File: src/rtl/hitchhike_pkg.sv
// Shared definitions for the backscatter transmit path: frame categories,
// scheduler state encodings and the layout of one scheme slot byte.
package hitchhike_pkg;

  // Frame categories reported by the downlink demodulator
  localparam logic [1:0] CTG_ABORT  = 2'b01;
  localparam logic [1:0] CTG_FLAG   = 2'b10;
  localparam logic [1:0] CTG_SCHEME = 2'b11;

  // Scheduler states
  localparam logic [2:0] ST_IDLE  = 3'd0;
  localparam logic [2:0] ST_ARMED = 3'd1;
  localparam logic [2:0] ST_START = 3'd2;
  localparam logic [2:0] ST_WAIT  = 3'd3;
  localparam logic [2:0] ST_GAP   = 3'd4;

  // Slot byte layout: {valid, code[2:0], rep[3:0]}; slot 0 sits in scheme[47:40]
  localparam int NUM_SLOTS    = 6;
  localparam int SLOT_VALID   = 7;
  localparam int SLOT_CODE_HI = 6;
  localparam int SLOT_CODE_LO = 4;
  localparam int SLOT_REP_HI  = 3;
  localparam int SLOT_REP_LO  = 0;

  // Byte of slot k; out-of-range k yields an all-zero (invalid) slot
  function automatic logic [7:0] slot_byte(input logic [47:0] scheme, input logic [2:0] k);
    logic [7:0] b;
    b = 8'h00;
    for (int i = 0; i < NUM_SLOTS; i++) begin
      if (k == 3'(i)) b = scheme[(NUM_SLOTS-1-i)*8 +: 8];
    end
    return b;
  endfunction

  // True when at least one slot of the scheme carries its valid bit
  function automatic logic any_valid(input logic [47:0] scheme);
    logic v;
    v = 1'b0;
    for (int i = 0; i < NUM_SLOTS; i++) begin
      v = v | scheme[i*8 + SLOT_VALID];
    end
    return v;
  endfunction

  // Repetition field to packet count; zero encodes the maximum of 16
  function automatic logic [4:0] rep_load(input logic [3:0] rep);
    return (rep == 4'd0) ? 5'd16 : {1'b0, rep};
  endfunction

endpackage

File: src/rtl/backscatter_scheduler_if.sv
// Demodulator/modulator side signals of the backscatter scheduler.
// master drives frames and tx_done; slave is the scheduler itself.
interface backscatter_scheduler_if;
  logic [1:0]  ord;
  logic [1:0]  ctg;
  logic [7:0]  cur_flag;
  logic [47:0] cur_scheme;
  logic        tx_done;
  logic        working;
  logic        tx_start;
  logic [2:0]  tx_code;
  logic [2:0]  slot_idx;
  logic        sched_err;

  modport master (
    output ord, ctg, cur_flag, cur_scheme, tx_done,
    input  working, tx_start, tx_code, slot_idx, sched_err
  );

  modport slave (
    input  ord, ctg, cur_flag, cur_scheme, tx_done,
    output working, tx_start, tx_code, slot_idx, sched_err
  );
endinterface

File: src/rtl/backscatter_slot_sel.sv
// Finds the lowest-numbered valid slot at or above start_idx.
module backscatter_slot_sel
  import hitchhike_pkg::*;
(
  input  logic [47:0] scheme,
  input  logic [2:0]  start_idx,
  output logic        found,
  output logic [2:0]  next_idx
);
  logic [NUM_SLOTS-1:0] valid_vec;

  generate
    for (genvar gi = 0; gi < NUM_SLOTS; gi++) begin : g_valid
      assign valid_vec[gi] = scheme[(NUM_SLOTS-1-gi)*8 + SLOT_VALID];
    end
  endgenerate

  // Scan downwards so the last hit written is the lowest qualifying slot
  always_comb begin
    found    = 1'b0;
    next_idx = 3'd0;
    for (int i = NUM_SLOTS-1; i >= 0; i--) begin
      if (valid_vec[i] && (3'(i) >= start_idx)) begin
        found    = 1'b1;
        next_idx = 3'(i);
      end
    end
  end
endmodule

File: src/rtl/backscatter_scheduler.sv
// Backscatter transmit scheduler: latches a slot scheme from the downlink,
// runs it when a matching flag arrives and gates the demodulator meanwhile.
module backscatter_scheduler
  import hitchhike_pkg::*;
#(
  parameter logic [7:0]  TAG_ID     = 8'h5A,
  parameter logic [15:0] GAP_CYCLES = 16'd50,
  parameter logic [19:0] TX_TIMEOUT = 20'd4095
) (
  input  logic                   clock,
  input  logic                   reset,
  backscatter_scheduler_if.slave bus
);
  logic [2:0]  state_reg, state_next;
  logic [1:0]  ord_q_reg;
  logic [47:0] scheme_reg, scheme_next;
  logic [2:0]  slot_idx_reg, slot_idx_next;
  logic [2:0]  tx_code_reg, tx_code_next;
  logic [4:0]  rep_reg, rep_next;
  logic [19:0] wait_reg, wait_next;
  logic [15:0] gap_reg, gap_next;
  logic        working_reg, tx_start_reg, sched_err_reg, err_next;
  logic        evt, flag_hit, sel_found;
  logic [2:0]  sel_start, sel_idx;
  logic [7:0]  sel_byte;

  // Any change of the frame counter, including the 3->0 wrap, is one new frame
  assign evt      = (bus.ord != ord_q_reg);
  assign flag_hit = (bus.cur_flag == TAG_ID) || (bus.cur_flag == 8'hFF);

  // From ARMED the run begins at the first valid slot; from WAIT look past the current one
  assign sel_start = (state_reg == ST_ARMED) ? 3'd0 : slot_idx_reg + 3'd1;

  backscatter_slot_sel u_slot_sel (
    .scheme    (scheme_reg),
    .start_idx (sel_start),
    .found     (sel_found),
    .next_idx  (sel_idx)
  );

  assign sel_byte = slot_byte(scheme_reg, sel_idx);

  // Next-state and datapath decisions
  always_comb begin
    state_next    = state_reg;
    scheme_next   = scheme_reg;
    slot_idx_next = slot_idx_reg;
    tx_code_next  = tx_code_reg;
    rep_next      = rep_reg;
    wait_next     = wait_reg;
    gap_next      = gap_reg;
    err_next      = 1'b0;
    case (state_reg)
      ST_IDLE, ST_ARMED: begin
        if (evt && bus.ctg == CTG_SCHEME) begin
          if (any_valid(bus.cur_scheme)) begin
            scheme_next = bus.cur_scheme;
            state_next  = ST_ARMED;
          end else begin
            scheme_next = '0;
            state_next  = ST_IDLE;
          end
        end else if (state_reg == ST_ARMED && evt && bus.ctg == CTG_ABORT) begin
          scheme_next = '0;
          state_next  = ST_IDLE;
        end else if (state_reg == ST_ARMED && evt && bus.ctg == CTG_FLAG && flag_hit &&
                     sel_found && sel_byte[SLOT_VALID]) begin
          state_next    = ST_START;
          slot_idx_next = sel_idx;
          tx_code_next  = sel_byte[SLOT_CODE_HI:SLOT_CODE_LO];
          rep_next      = rep_load(sel_byte[SLOT_REP_HI:SLOT_REP_LO]);
        end
      end
      ST_START: begin
        state_next = ST_WAIT;
        wait_next  = '0;
      end
      ST_WAIT: begin
        // tx_done takes priority over a coincident timeout
        if (bus.tx_done) begin
          if (rep_reg > 5'd1) begin
            rep_next   = rep_reg - 5'd1;
            state_next = ST_GAP;
            gap_next   = '0;
          end else if (sel_found && sel_byte[SLOT_VALID]) begin
            slot_idx_next = sel_idx;
            tx_code_next  = sel_byte[SLOT_CODE_HI:SLOT_CODE_LO];
            rep_next      = rep_load(sel_byte[SLOT_REP_HI:SLOT_REP_LO]);
            state_next    = ST_GAP;
            gap_next      = '0;
          end else begin
            scheme_next = '0;
            state_next  = ST_IDLE;
          end
        end else if (wait_reg == TX_TIMEOUT) begin
          scheme_next = '0;
          err_next    = 1'b1;
          state_next  = ST_IDLE;
        end else begin
          wait_next = wait_reg + 20'd1;
        end
      end
      ST_GAP: begin
        if (gap_reg == GAP_CYCLES - 16'd1) begin
          state_next = ST_START;
        end else begin
          gap_next = gap_reg + 16'd1;
        end
      end
      default: state_next = ST_IDLE;
    endcase
  end

  // State registers; pulses and working are derived from the state being entered
  always_ff @(posedge clock) begin
    if (reset) begin
      state_reg     <= ST_IDLE;
      ord_q_reg     <= 2'd0;
      scheme_reg    <= '0;
      slot_idx_reg  <= 3'd0;
      tx_code_reg   <= 3'd0;
      rep_reg       <= 5'd0;
      wait_reg      <= '0;
      gap_reg       <= '0;
      working_reg   <= 1'b0;
      tx_start_reg  <= 1'b0;
      sched_err_reg <= 1'b0;
    end else begin
      state_reg     <= state_next;
      ord_q_reg     <= bus.ord;
      scheme_reg    <= scheme_next;
      slot_idx_reg  <= slot_idx_next;
      tx_code_reg   <= tx_code_next;
      rep_reg       <= rep_next;
      wait_reg      <= wait_next;
      gap_reg       <= gap_next;
      working_reg   <= (state_next == ST_START) || (state_next == ST_WAIT) ||
                       (state_next == ST_GAP);
      tx_start_reg  <= (state_next == ST_START);
      sched_err_reg <= err_next;
    end
  end

  assign bus.working   = working_reg;
  assign bus.tx_start  = tx_start_reg;
  assign bus.tx_code   = tx_code_reg;
  assign bus.slot_idx  = slot_idx_reg;
  assign bus.sched_err = sched_err_reg;
endmodule
File: src/flat_wrapper.sv
// flat-port wrapper written by rule: the top's interface ports become plain ports
module backscatter_scheduler_flat import hitchhike_pkg::*;
#(
  parameter logic [7:0]  TAG_ID     = 8'h5A,
  parameter logic [15:0] GAP_CYCLES = 16'd50,
  parameter logic [19:0] TX_TIMEOUT = 20'd4095
)
  (clock, reset, bus_ord, bus_ctg, bus_cur_flag, bus_cur_scheme, bus_tx_done, bus_working, bus_tx_start, bus_tx_code, bus_slot_idx, bus_sched_err);
  backscatter_scheduler_if bus_i ();
  input  logic clock;
  input  logic reset;
  input wire logic [$bits(bus_i.ord)-1:0] bus_ord;
  input wire logic [$bits(bus_i.ctg)-1:0] bus_ctg;
  input wire logic [$bits(bus_i.cur_flag)-1:0] bus_cur_flag;
  input wire logic [$bits(bus_i.cur_scheme)-1:0] bus_cur_scheme;
  input wire logic [$bits(bus_i.tx_done)-1:0] bus_tx_done;
  output wire logic [$bits(bus_i.working)-1:0] bus_working;
  output wire logic [$bits(bus_i.tx_start)-1:0] bus_tx_start;
  output wire logic [$bits(bus_i.tx_code)-1:0] bus_tx_code;
  output wire logic [$bits(bus_i.slot_idx)-1:0] bus_slot_idx;
  output wire logic [$bits(bus_i.sched_err)-1:0] bus_sched_err;
  assign bus_i.ord = bus_ord;
  assign bus_i.ctg = bus_ctg;
  assign bus_i.cur_flag = bus_cur_flag;
  assign bus_i.cur_scheme = bus_cur_scheme;
  assign bus_i.tx_done = bus_tx_done;
  assign bus_working = bus_i.working;
  assign bus_tx_start = bus_i.tx_start;
  assign bus_tx_code = bus_i.tx_code;
  assign bus_slot_idx = bus_i.slot_idx;
  assign bus_sched_err = bus_i.sched_err;
  backscatter_scheduler #(.TAG_ID(TAG_ID), .GAP_CYCLES(GAP_CYCLES), .TX_TIMEOUT(TX_TIMEOUT)) u_core (.clock(clock), .reset(reset), .bus(bus_i));
endmodule
File: config.mk
export PLATFORM = sky130hd
export DESIGN_NAME = backscatter_scheduler_flat
export DESIGN_NICKNAME = d
export VERILOG_FILES = /design/src/rtl/hitchhike_pkg.sv /design/src/rtl/backscatter_scheduler_if.sv /design/src/rtl/backscatter_slot_sel.sv /design/src/rtl/backscatter_scheduler.sv /design/src/flat_wrapper.sv
export SDC_FILE = /design/constraint.sdc
export NUM_CORES = 1
export LEC_CHECK = 0
export ABC_AREA = 1
export CAP_MARGIN = 20
export CORE_AREA = 2 2 87 109
export DETAILED_ROUTE_END_ITERATION = 7
export DIE_AREA = 0 0 89 111
export DONT_BUFFER_PORTS = 1
export GPL_TIMING_DRIVEN = 0
export PLACE_DENSITY = 0.72
export SETUP_SLACK_MARGIN = 0.3
export SLEW_MARGIN = 30
export SYNTH_ARGS = -nofsm -noshare
export SYNTH_HDL_FRONTEND = slang
export SYNTH_SLANG_ARGS = --single-unit
File: constraint.sdc
create_clock -name clock -period 2.3 [get_ports clock]
set_input_delay 0.46 -clock clock [delete_from_list [all_inputs] [get_ports clock]]
set_output_delay 0.46 -clock clock [all_outputs]
set_load 0.01 [all_outputs]
Yosys cells after proc, flatten, opt, wreduce, memory -nomap -nowiden
Index checks and enable logic that the tools add are counted.

storage, ports and cells
  word-level logic and storage cells = 160
  latch bits = 0
  register bits = 103
  ROM bits = 0
  output and inout bits = 9
  input port bits = 63
  memories kept = 0
  memory bits (writable) = 0

cells by class
  shifts and indexed selects = 0
  equal/unequal tests = 34
  reductions and logical operators = 30
  muxes and demuxes = 68
  $lt $le $gt $ge = 7
  bitwise operators = 6
  $mul = 0
  div/mod/pow operators = 0
  add/sub/neg operators = 4

operator list
  operator                                                count
  2-to-1 mux 48 bit                                       7
  case mux 48 bit (2 select lines)                        1
  2-to-1 mux 3 bit                                        27
  2-to-1 mux 16 bit                                       4
  2-to-1 mux 8 bit                                        6
  2-to-1 mux 20 bit                                       2
  case mux 20 bit (2 select lines)                        1
  2-to-1 mux 5 bit                                        7
  case mux 16 bit (2 select lines)                        1
  adder 20 x 1 -> 20 bit (second input constant)          1
  equality test 20 x 12 -> 1 bit (second input constant)  1
  equality test 3 x 2 -> 1 bit (second input constant)    6
  adder 16 x 1 -> 16 bit (second input constant)          1
  equality test 16 x 6 -> 1 bit (second input constant)   1
  logical AND 1 bit                                       14
  inequality test 2 bit (second input constant)           7
  equality test 3 bit (second input constant)             4
  case mux 3 bit (2 select lines)                         2
  case mux 3 bit (4 select lines)                         1
  case mux 5 bit (2 select lines)                         1
  equality test 8 x 7 -> 1 bit (second input constant)    1
  equality test 8 bit (second input constant)             1
  2-to-1 mux 1 bit                                        8
  AND reduction 7 bit                                     1
  26 further kinds                                        43

Depth between registers and ports, before layout
Gate-level depths: netlist of the first run.

  depth in word-level cells = 25
  depth in mapped cells = 23
  depth with buffers taken out = 23

By module
Synthesis of the first run repeated with hierarchy kept, for this count alone.

second synthesis, totals
  cells, all modules = 952
  area, all modules = 5915.7 µm²

by module, submodules not included
  module                 cells each  times used  area an instance (µm²)  sequential area each (µm²)
  backscatter_scheduler  928         1           5801.8                  2062.0
  backscatter_slot_sel   24          1           113.9                   0.0

Least setup slack after synthesis of the first run
No wires, ideal clock.

  path type = reg-to-reg
  start = reg u_core.slot_idx_reg[0] (netlist: u_core.bus.slot_idx[0])
  end = reg u_core.rep_reg[0]
  period minus slack after synthesis = 2.146 ns
  buffers on the path = 0
  slack = 0.154 ns
  required time = 2.187 ns
  arrival time = 2.033 ns
  cell stages (with the launch flop) = 18
  setup time = 0.113 ns
  path through = dfxtp_1 ha_1 inv_1 nand2_1 nand2_1 nand2_4 nand3_2 nand2_4 a21oi_4 inv_4 nand3_4 nand3_1 o21bai_1 nand2_1 nand2_1 o21ai_1 o21ai_1 inv_1

between the ends
  cells in the longest elaborated chain, start to end = 23
  elaborated cells between the ends (all ways) = 53
  those cells by class = add/sub: 1; order compare: 6; eq/ne: 7; mux: 27; reduce/logical: 12

ends and longest elaborated chain
  what                                        line                                                      source
  start: declaration                          backscatter_scheduler.sv:17                               logic [2:0] slot_idx_reg, slot_idx_next;
  start signal: assignment                    backscatter_scheduler.sv:132                              slot_idx_reg <= slot_idx_next;
  adder 3 x 1 -> 3 bit *                      backscatter_scheduler.sv:32                               assign sel_start = (state_reg == ST_ARMED) ? 3'd0 : slot_idx_reg + 3'd1;
  2-to-1 mux 3 bit *                          backscatter_scheduler.sv:32
  >= comparator 3 bit                         backscatter_slot_sel.sv:23                                if (valid_vec[i] && (3'(i) >= start_idx)) begin
  logical AND 1 bit                           backscatter_slot_sel.sv:23
  2-to-1 mux 3 bit (6 in a row)               backscatter_slot_sel.sv:23
  zero test 3 bit                             hitchhike_pkg.sv:30                                       if (k == 3'(i)) b = scheme[(NUM_SLOTS-1-i)*8 +: 8];
  2-to-1 mux 8 bit (6 in a row)               hitchhike_pkg.sv:30
  zero test 4 bit                             hitchhike_pkg.sv:47                                       return (rep == 4'd0) ? 5'd16 : {1'b0, rep};
  2-to-1 mux 5 bit                            hitchhike_pkg.sv:47
  2-to-1 mux 5 bit, on equally long branches  backscatter_scheduler.sv:85, backscatter_scheduler.sv:66
  2-to-1 mux 5 bit, on equally long branches  backscatter_scheduler.sv:81, backscatter_scheduler.sv:63
  2-to-1 mux 5 bit, on equally long branches  backscatter_scheduler.sv:80, backscatter_scheduler.sv:55
  case mux 5 bit (2 select lines)             backscatter_scheduler.sv:53                               case (state_reg)
  end signal: assignment                      backscatter_scheduler.sv:134                              rep_reg <= rep_next;
  end: declaration                            backscatter_scheduler.sv:19                               logic [4:0] rep_reg, rep_next;

Every way passes the cells marked *; elsewhere a longest branch is shown, timed or not. The select of a mux whose other input is x is not followed.
A chain may end at the register's enable or synchronous reset.

Worst setup path after layout of the first run
Ends and elaborated chain as after synthesis.

==> results of run 1 <==
==> area by class of cell <==
cell class / count / share of cell area, %
Clock inverter: 5 / 0.3198
Multi-Input combinational cell: 500 / 50.88
Buffer: 28 / 3.214
Inverter: 83 / 4.317
Timing Repair Buffer: 66 / 9.546
Sequential cell: 103 / 26.57
Clock buffer: 11 / 2.974
Tap cell: 123 / 1.967
Timing Repair inverter: 1 / 0.2079
==> power by group through the flow <==
stage	logic, mW	registers [mW]	clock network [mW]
after detailed placement	0.392	1.93	0
after global placement	0.384	1.93	0
after global routing	0.813	1.90	1.49
final	0.778	1.90	1.43
after CTS	0.472	1.89	1.38
after floorplan	0.307	1.92	0
==> cell families after synthesis <==
family | share of synthesized area [%]
AOI/OAI and AO/OA | 16.30
DFF | 39.73
adders and majority gates | 1.446
xor gates and xnor gates | 1.181
and+or+nand+nor | 32.96
buffers and inverters | 8.390
==> per-layer routing <==
metal | up-vias | track usage, %
met5 | - | 0
met1 | 2834 | 32.59
met3 | 128 | 4.765
met4 | 0 | 15.82
li1 | 2608 | -
met2 | 378 | 54.98
==> path summary, 6_finish.rpt <==
kind | start | to | slack (ns) | depth (start not counted)
worst max-delay path | u_core.bus.slot_idx[0] | u_core.rep_reg[0] | -0.33 | 20
worst min-delay path | bus_tx_done | u_core.bus.sched_err | 0.17 | 1
worst max register to register | u_core.bus.slot_idx[0] | u_core.rep_reg[0] | -0.33 | 20
worst min register to register | u_core.gap_reg[14] | u_core.gap_reg[14] | 0.47 | 1
==> synth_stat cells (all sizes together) <==
library cell	number
a211oi	10
a21oi	44
a22oi	1
a2bb2oi	1
a31oi	44
a41oi	1
and3	1
buf	8
clkbuf	20
clkinv	2
dfxtp	103
ha	6
inv	81
nand2	114
nand3	43
nand3b	1
nand4	23
nor2	87
nor3	61
nor3b	2
nor4	6
o2111a	1
o2111ai	1
o211a	1
o211ai	5
o21a	1
o21ai	29
o21bai	2
or2	5
or3b	1
or4	1
xnor2	3
xor2	4
==> repair_timing <==
action                     4_1_cts  5_1_grt
hold endpoints to repair         0        0
setup endpoints to repair       80       89
pin swaps                       40       72
setup buffers                   40       15
cloned                           5        8
resized for setup              117      222
==> stage by stage <==
stage | std cells | setup slack [ns] | area [sq um] | hold slack, ns | power, mW
finish | 920 | -0.3292 | 7825 | 0.1697 | 4.112
global route | 920 | -0.3742 | 7825 | 0.1674 | 4.203
CTS | 897 | 0.04002 | 6419 | 0.1776 | 3.739
detailed placement | 836 | -0.1726 | 5393 | 0.4416 | 2.319
global placement | 836 | -0.1582 | 5393 | 0.4352 | 2.309
floorplan | 713 | 0.2736 | 5239 | 0.4218 | 2.222
==> impl_metrics.csv, run 1 <==
group,metric,value,unit
outcome,run_status,"finished with violations",
outcome,violations,"negative setup slack",
pwr,cell_internal_pwr,2.895,mW
final_layout,diodes_inserted,0,
critical_path,path_buf_inv,3,
final_layout,area_used_by_multi_input_combinational_logic,3981,sq um
timing,max-slew-margin-rel,26.52,%
detailed_routing,dr.pass1.iters,6,
pwr,seq_power_share,46.3,%
floorplanning,design.core.area,8979,sq um
detailed_routing,vias_per_cell,6.465,
floorplanning,ioPinCount,72,
global_route,grt_antenna_before_repair,0,
synthesis,synth_largest_area_cell,"dfxtp_1",
timing,final.setup_skew,0.01213,ns
synthesis,syn_inst,713,
timing,pin_slew_with_the_least_headroom_to_its_limit,1.102,ns
timing,finalWorstSetupSlack,-0.3292,ns
pwr,power_switching_share,29.60,%
flow_run,maxCapViolCount,0,
global_route,globalRouteOverflowTotal,0,
cts,ctsRootBufferMaster,"clkbuf_16",
place,gp_congestion,0.9140,
cts,cts_tree,"done",
cts,cts-hold-fix-buffers,0,
timing,timing.final.max_slew_violations,0,
cts,cts_max_level,3,
floorplanning,design.die.area,9879,sq um
place,io_buffers,0,
critical_path,setup.worst_path.end_class,"register",
pwr,psw,1.217,mW
global_route,maximum_number_of_pins_on_one_net_before_global_route_repair,16,
synthesis,synth.ff_latch_count,103,
floorplanning,rows,39,
final_layout,post_route_utilization,87.15,%
synthesis,yosysWarnings,0,
final_layout,max_reg_flops,48,
critical_path,timing.critical_path.cells,"ha_4 > inv_2 > nand2_2 > nand2_4 > o211ai_1 > nand2_1 > nand2_2 > nand2_2 > nand2_4 > nand2_4 > nand2_8 > buf_6 > nand4_1 > nand2_1 > o21bai_1 > nand2_1 > nand2_1 > o21ai_1 > o21ai_1 > inv_1",
critical_path,crit_path_max_incr_delay,0.38,ns
critical_path,worst-path-max-fanout,5,
timing,setup_tns,-5.668,ns
cts,clock-sinks,103,
min_path,hold_path.class,"input pin to register",
critical_path,critical_path_arrival,2.88,ns
critical_path,critical_path_class,"register to register",
detailed_routing,drc,0,
synthesis,yosysSeqAreaShare,39.73,%
timing,final.period_utilization,114.3,%
detailed_routing,routed_wire_length_per_instance,22.22,um
synthesis,netlist-cell-type-count,48,
final_layout,mostFrequentLayoutCell,"dfxtp_1",
timing,final_setup_violating_endpoints,73,
critical_path,startpoint_type,"register",
detailed_routing,final_antenna_net_count,0,
cts,clockBufferDepth,2,
detailed_routing,top_layer,"met4",
detailed_routing,via_count,5948,
synthesis,synthesis.nets,782,
pwr,power.clock.fraction,34.8,%
global_route,vias_in_the_first_global_route,5287,
final_layout,final_cell_mix,"dfxtp_1, nand2_1, inv_1",
floorplanning,die-width,89,um
synthesis,postSynthAreaPerCell,7.279,sq um
final_layout,filler_cell_count,437,
critical_path,top_cell_by_count_worst_path,"nand2_1",
cts,cts_made_buffers,9,
critical_path,critPathRequiredTime,2.55,ns
detailed_routing,wl_met1,7.073,mm
final_layout,area_growth_syn_to_layout,50.77,%
final_layout,drive_above_1_share,40.53,%
cts,cts.reportedPaths.clkPinSlew,0.08,ns
pwr,power_frac_comb,18.9,%
synthesis,netlist_area,5190,sq um
detailed_routing,dr.first_iter.drc_count,485,
pwr,irDropWorstVdd,0.4852,mV
floorplanning,die-height,111,um
synthesis,ys_top_cells_by_area,"dfxtp_1, nand2_1, nor2_1",
floorplanning,start_util,57.80,%
global_route,grt_pass1_wl,23.78,mm
final_layout,net_count_final,861,
timing,final.min_clock_period,2.629,ns
timing,grt_setup_unrepaired,"yes",
critical_path,cp_top_family,"simple AND/OR/NAND/NOR gates",
detailed_routing,wl_met3,1.489,mm
pwr,power_density,525.5,nW/um^2
global_route,grt_util_all_layers,30.34,%
synthesis,yosysTopAreaCellShare,39.73,%
timing,hold_violation_count_in_the_final_report,0,
detailed_routing,overall_routed_net_length,20.45,mm
critical_path,critical-path-slowest-cell,"dfxtp_4",
detailed_routing,met2RoutedLength,10.38,mm
final_layout,sequential_cell_area,2079,sq um
cts,clock_latency,0.36,ns
pwr,power.static_leakage,3.017,nW
place,hpwl,9.764,mm
timing,max_clock_freq,380.3,MHz
Note: power is estimated with default switching activity, not from simulation.
==> inputs of run 2 (changes only) <==
Settings changed: CAP_MARGIN 20 to default.
==> results of run 2 <==
Same layout as run 1: the final DEF is identical, and so are final timing and power.
==> inputs of run 3 (changes only) <==
Settings changed: PLACE_DENSITY 0.72 to default, PLACE_DENSITY_LB_ADDON from default to 0.15.
==> run 3 against run 2 <==
Against the previous run: the flow still finishes with violations (negative setup slack); core utilization fell by 0.64 points; sequential cell count did not move; wire length fell by 1.4%; power rose by 2.5%; maximum frequency rose by 2.0%; global-route usage fell by 2.3 points; die area did not move; clock power rose by 5%; cell area fell by 0.74%; combinational power rose by 3.7%; first-iteration DRC count fell by 12%; final cell count rose by 0.33%.
==> impl_metrics.csv, run 3 (synthesis results as in run 1) <==
group,metric,value,unit
outcome,run_status,"finished with violations",
outcome,violations,"negative setup slack",
critical_path,startpoint_type,"register",
detailed_routing,drc,0,
critical_path,worst-path-max-fanout,6,
global_route,grt_util_all_layers,28.06,%
cts,clockBufferDepth,2,
final_layout,area_used_by_multi_input_combinational_logic,3969,sq um
timing,max_clock_freq,387.9,MHz
final_layout,sequential_cell_area,2086,sq um
cts,ctsRootBufferMaster,"clkbuf_16",
floorplanning,design.die.area,9879,sq um
final_layout,final_cell_mix,"dfxtp_1, nand2_1, inv_1",
global_route,vias_in_the_first_global_route,4804,
timing,worst_hold_slack,0.1665,ns
timing,max-slew-margin-rel,36.64,%
critical_path,top_cell_by_count_worst_path,"nand2_1",
timing,hold_violation_count_in_the_final_report,0,
place,gp_congestion,0.9226,
critical_path,critPathRequiredTime,2.61,ns
cts,clock-sinks,103,
detailed_routing,via_count,5914,
timing,final.setup_skew,0.008575,ns
critical_path,path_buf_inv,1,
cts,clock_latency,0.36,ns
critical_path,crit_path_max_incr_delay,0.38,ns
min_path,hold_path.class,"input pin to register",
detailed_routing,final_antenna_net_count,0,
pwr,power_density,542.8,nW/um^2
cts,cts.reportedPaths.clkPinSlew,0.07,ns
floorplanning,die-width,89,um
timing,pin_slew_with_the_least_headroom_to_its_limit,0.9504,ns
timing,timing.final.max_slew_violations,0,
critical_path,timing.critical_path.cells,"ha_4 > nand2_1 > nand2_4 > o211ai_1 > nand2_1 > nand2_2 > nand2_2 > nand2_4 > nand2_4 > nand2_8 > nand3_4 > or2_0 > nand2_1 > nand2_1 > nor2_1 > nand2_1 > nand3_1 > nand2_1 > inv_1",
place,dp.cells,836,
timing,finalWorstSetupSlack,-0.2777,ns
critical_path,critical-path-slowest-cell,"dfxtp_4",
critical_path,cp_top_family,"simple AND/OR/NAND/NOR gates",
detailed_routing,routed_wire_length_per_instance,21.85,um
critical_path,critical_path_arrival,2.89,ns
floorplanning,start_util,57.80,%
final_layout,max_reg_flops,48,
global_route,grt_pass1_wl,21.94,mm
floorplanning,design.core.area,8979,sq um
floorplanning,rows,39,
timing,final.min_clock_period,2.578,ns
global_route,maximum_number_of_pins_on_one_net_before_global_route_repair,18,
pwr,irDropWorstVdd,0.5045,mV
cts,cts_max_level,3,
final_layout,drive_above_1_share,42.13,%
global_route,globalRouteOverflowTotal,0,
final_layout,area_growth_syn_to_layout,49.66,%
timing,final_setup_violating_endpoints,55,
place,hpwl,9.657,mm
cts,cts_made_buffers,9,
flow_run,maxCapViolCount,0,
detailed_routing,vias_per_cell,6.407,
timing,grt_setup_unrepaired,"yes",
detailed_routing,dr.pass1.iters,5,
detailed_routing,dr.first_iter.drc_count,425,
final_layout,mostFrequentLayoutCell,"dfxtp_1",
cts,cts_tree,"done",
global_route,grt_antenna_before_repair,0,
critical_path,critical_path_class,"register to register",
final_layout,filler_cell_count,447,
detailed_routing,overall_routed_net_length,20.17,mm
final_layout,net_count_final,864,
timing,setup_tns,-4.838,ns
cts,cts-hold-fix-buffers,0,
pwr,power.static_leakage,2.943,nW
floorplanning,die-height,111,um
final_layout,diodes_inserted,0,
place,io_buffers,0,
timing,final.period_utilization,112.1,%
critical_path,setup.worst_path.end_class,"register",
final_layout,final_cell_count_no_fill,923,
floorplanning,ioPinCount,72,
## run 3: changes by cell type in the layout (fill, tap and decap cells not counted), sizes merged
| cell | previous run | this run |
|---|---|---|
| nand2 | 115 | 117 |
| clkinv | 9 | 5 |
| clkbuf | 33 | 29 |
| buf | 72 | 76 |
| clkinvlp | 0 | 3 |
| inv | 80 | 82 |
## run 3: repair_timing
item	4_1_cts	5_1_grt
gates cloned	4	10
gates resized for setup	66	284
pin swaps	15	71
endpoints found under the setup margin	80	89
buffers inserted	12	45
## run 3: layer usage
layer,share of wire [%],GRT usage (%)
met2,51,47.81
met4,7.7,14.13
met5,0,0
met3,7.6,7.074
met1,33,31.56
## run 3: area by class of cell
cell class	count	share of cell area, %
timing repair buffer	67	8.715
timing repair inverter	1	0.1450
clock buffer	10	3.077
inverter	83	4.398
clock inverter	6	0.5799
multi-input combinational	502	51.10
buffer	28	3.157
sequential	103	26.85
tap	123	1.981
## run 3: power breakdown
group          switching, mW  internal [mW]  leakage, nW
Combinational          0.478          0.329         1.97
Sequential            0.0652           1.85        0.844
Clock                  0.730          0.768        0.131
## run 3: worst paths after layout
check                         start                    to  slack, ns  depth (start not counted)
max          u_core.bus.slot_idx[0]     u_core.rep_reg[4]      -0.28                         19
min                     bus_tx_done  u_core.bus.sched_err       0.17                          1
max reg2reg  u_core.bus.slot_idx[0]     u_core.rep_reg[4]      -0.28                         19
min reg2reg     u_core.wait_reg[10]   u_core.wait_reg[10]       0.49                          1
## run 3: through the flow
stage	power (mW)	utilization (%)	instance area (sq um)	setup WS (ns)
2_1_floorplan	2.222	-	5239	0.2736
3_5_place_dp	2.321	60.06	5393	-0.1385
5_1_grt	4.311	86.51	7767	-0.3844
4_1_cts	3.820	67.11	6026	0.02564
6_report	4.216	86.51	7767	-0.2777
3_3_place_gp	2.307	60.06	5393	-0.1322
## run 3: worst reg2reg max path: stages, from the launching register on
cell      delay, ns
dfxtp_4        0.38
ha_4           0.17
nand2_1        0.14
nand2_4        0.11
o211ai_1       0.16
nand2_1        0.17
nand2_2        0.11
nand2_2        0.07
nand2_4        0.07
nand2_4        0.07
nand2_8        0.11
nand3_4        0.11
or2_0          0.25
nand2_1        0.14
nand2_1        0.11
nor2_1         0.13
nand2_1        0.07
nand3_1        0.07
nand2_1        0.06
inv_1          0.05
==> variant, RTL diff (settings of run 1) <==
`TX_TIMEOUT` is set to 20'd4095 in 2 places; all go to 20'd3071.
--- a/src/rtl/backscatter_scheduler.sv
+++ b/src/rtl/backscatter_scheduler.sv
@@ -5,7 +5,7 @@
 #(
   parameter logic [7:0]  TAG_ID     = 8'h5A,
   parameter logic [15:0] GAP_CYCLES = 16'd50,
-  parameter logic [19:0] TX_TIMEOUT = 20'd4095
+  parameter logic [19:0] TX_TIMEOUT = 20'd3071
 ) (
   input  logic                   clock,
   input  logic                   reset,
--- a/src/flat_wrapper.sv
+++ b/src/flat_wrapper.sv
@@ -3,7 +3,7 @@
 #(
   parameter logic [7:0]  TAG_ID     = 8'h5A,
   parameter logic [15:0] GAP_CYCLES = 16'd50,
-  parameter logic [19:0] TX_TIMEOUT = 20'd4095
+  parameter logic [19:0] TX_TIMEOUT = 20'd3071
 )
   (clock, reset, bus_ord, bus_ctg, bus_cur_flag, bus_cur_scheme, bus_tx_done, bus_working, bus_tx_start, bus_tx_code, bus_slot_idx, bus_sched_err);
   backscatter_scheduler_if bus_i ();
Formal check against the unedited RTL: no difference found for any inputs over 4 cycles, from zero or initial values and one cycle with reset high; that may be too few to reach the edited logic, so the function may still have changed.
==> variant against run 1 <==
The run still ends with negative setup slack left; final area increased by 1.0%; sequential share of layout area decreased by 0.27 points; routed wire length increased by 9.9%; setup slack improved by 0.011 ns; total power increased by 8.9%; synthesized area increased by 0.77%; sequential cell count unchanged.
==> variant: results (changes against run 1) <==
status=complete, but fails checks (unchanged); violated checks=negative setup slack (unchanged); CP peak stage delay=0.40 ns (was 0.38 ns); number of fillers in the final layout=416 (was 437); post-synth net total=806 (was 782); max FFs per register=48 (unchanged); Iter 0 DRT Violations=813 (was 485); vias in the first global route=5480 (was 5287); GRT Total Usage=33.2% (was 30.3%); P_leak=3.06 nW (was 3.02 nW); placed cells=860 (was 836); routing usage on met1=39.7% (was 32.6%); sequential cell area fraction in the yosys report=39.4% (was 39.7%); Critical-path top delay cell=dfxtp_4 (unchanged); Layout Cells excl Fill=962 (was 920); number of port buffers=0 (unchanged); Global Route met3 Usage=6.48% (was 4.77%); via count=6436 (was 5948); area taken by multi-input logic gates=0.00383 mm^2 (was 0.00398 mm^2); asr flop ratio synth=0% (unchanged); top cells by area, synth=dfxtp_1 39%, nand2_1 9.3%, a21oi_1 8.8% (was dfxtp_1 40%, nand2_1 6.9%, nor2_1 6.1%); routed len/inst=23.4 um (was 22.2 um); worst setup margin=-0.318 ns (was -0.329 ns); clk buf depth=2 (unchanged); initial antenna violation count=0 (unchanged); H-tree depth=3 (unchanged); post-synthesis cell count=737 (was 713); routability cong.=0.908 (was 0.914); share of layout cells above drive strength 1=40.9% (was 40.5%); Setup Buffers After CTS=50 (was 40); critical path arrival=2.86 ns (was 2.88 ns); largest net degree at the start of global routing=17 (was 16); met2 usage=55.5% (was 55.0%); Cell variety after synth=43 (was 48); antenna cells=0 (unchanged); # nets final=903 (was 861); Root Buffer=clkbuf_16 (unchanged); first-pass GRT wire length=25700 um (was 23800 um); clk_lat worst skew=0.36 ns (about the same); Synth Warn #=0 (unchanged); final setup fails=78 (was 73); placed cell areas=0.00541 mm^2 (was 0.00539 mm^2); PostCTS Resize Cnt=179 (was 117); Post-Route Skew=0.0148 ns (was 0.0121 ns); detailed-placement wirelength estimate=10000 um (was 9760 um); crit-path max FO=7 (was 5); Peak VDD IR=0.438 mV (was 0.485 mV); Worst-Margin Slew=0.843 ns (was 1.10 ns); cell family with the largest share of critical-path delay=simple AND/OR/NAND/NOR gates (unchanged); Post-synth top cells=129 x nand2_1, 103 x dfxtp_1, 92 x a21oi_1, 84 x inv_1, 68 x nor2_1 (was 103 x dfxtp_1, 95 x nand2_1, 84 x nor2_1, 73 x inv_1, 59 x nor3_1)
-- variant: report_power, final --
group	internal, mW	switching (mW)	total [mW]
combinational	0.332	0.488	0.820
sequential	1.83	0.0387	1.87
clock	1.07	0.721	1.79
total	3.23	1.25	4.48
-- variant: cells by family after synthesis --
| family | share of synthesized area, % |
|---|---|
| fa+ha+maj | 1.44 |
| flops | 39.4 |
| compound gates | 16.3 |
| buf+inv | 8.95 |
| simple gates | 32.2 |
| xor+xnor | 1.67 |
-- variant: final cells by class --
cell class	count	share of cell area (%)
Multi-Input combinational cell	516	48.5
Inverter	94	4.81
Sequential cell	103	26.3
Timing Repair Buffer	85	11.1
Tap cell	123	1.95
Clock inverter	5	1.35
Buffer	25	3.06
Clock buffer	11	2.94
-- variant: final timing paths --
| path | cells past startpoint | slack, ns | endpoint | startpoint |
|---|---|---|---|---|
| setup / recovery | 18 | -0.32 | u_core.rep_reg[0] | u_core.bus.slot_idx[0] |
| hold / removal | 2 | 0.22 | u_core.ord_q_reg[1] | bus_ord[1] |
| setup reg to reg | 18 | -0.32 | u_core.rep_reg[0] | u_core.bus.slot_idx[0] |
| hold reg to reg | 2 | 0.47 | u_core.scheme_reg[29] | u_core.scheme_reg[29] |
-- variant: routing by layer --
| metal | vias up | wire, um |
|---|---|---|
| li1 | 2676 | - |
| met1 | 2953 | 7400 |
| met2 | 603 | 10700 |
| met3 | 204 | 2500 |
| met4 | 0 | 1890 |
| met5 | - | 0 |
-- variant: through the flow --
step / TNS, ns / hold slack [ns] / setup slack [ns]
2_1_floorplan: 0 / 0.431 / 0.300
3_3_place_gp: -4.42 / 0.449 / -0.151
3_5_place_dp: -3.13 / 0.450 / -0.167
4_1_cts: 0 / 0.213 / 0.0162
5_1_grt: -16.92 / 0.214 / -0.501
6_report: -10.44 / 0.216 / -0.318
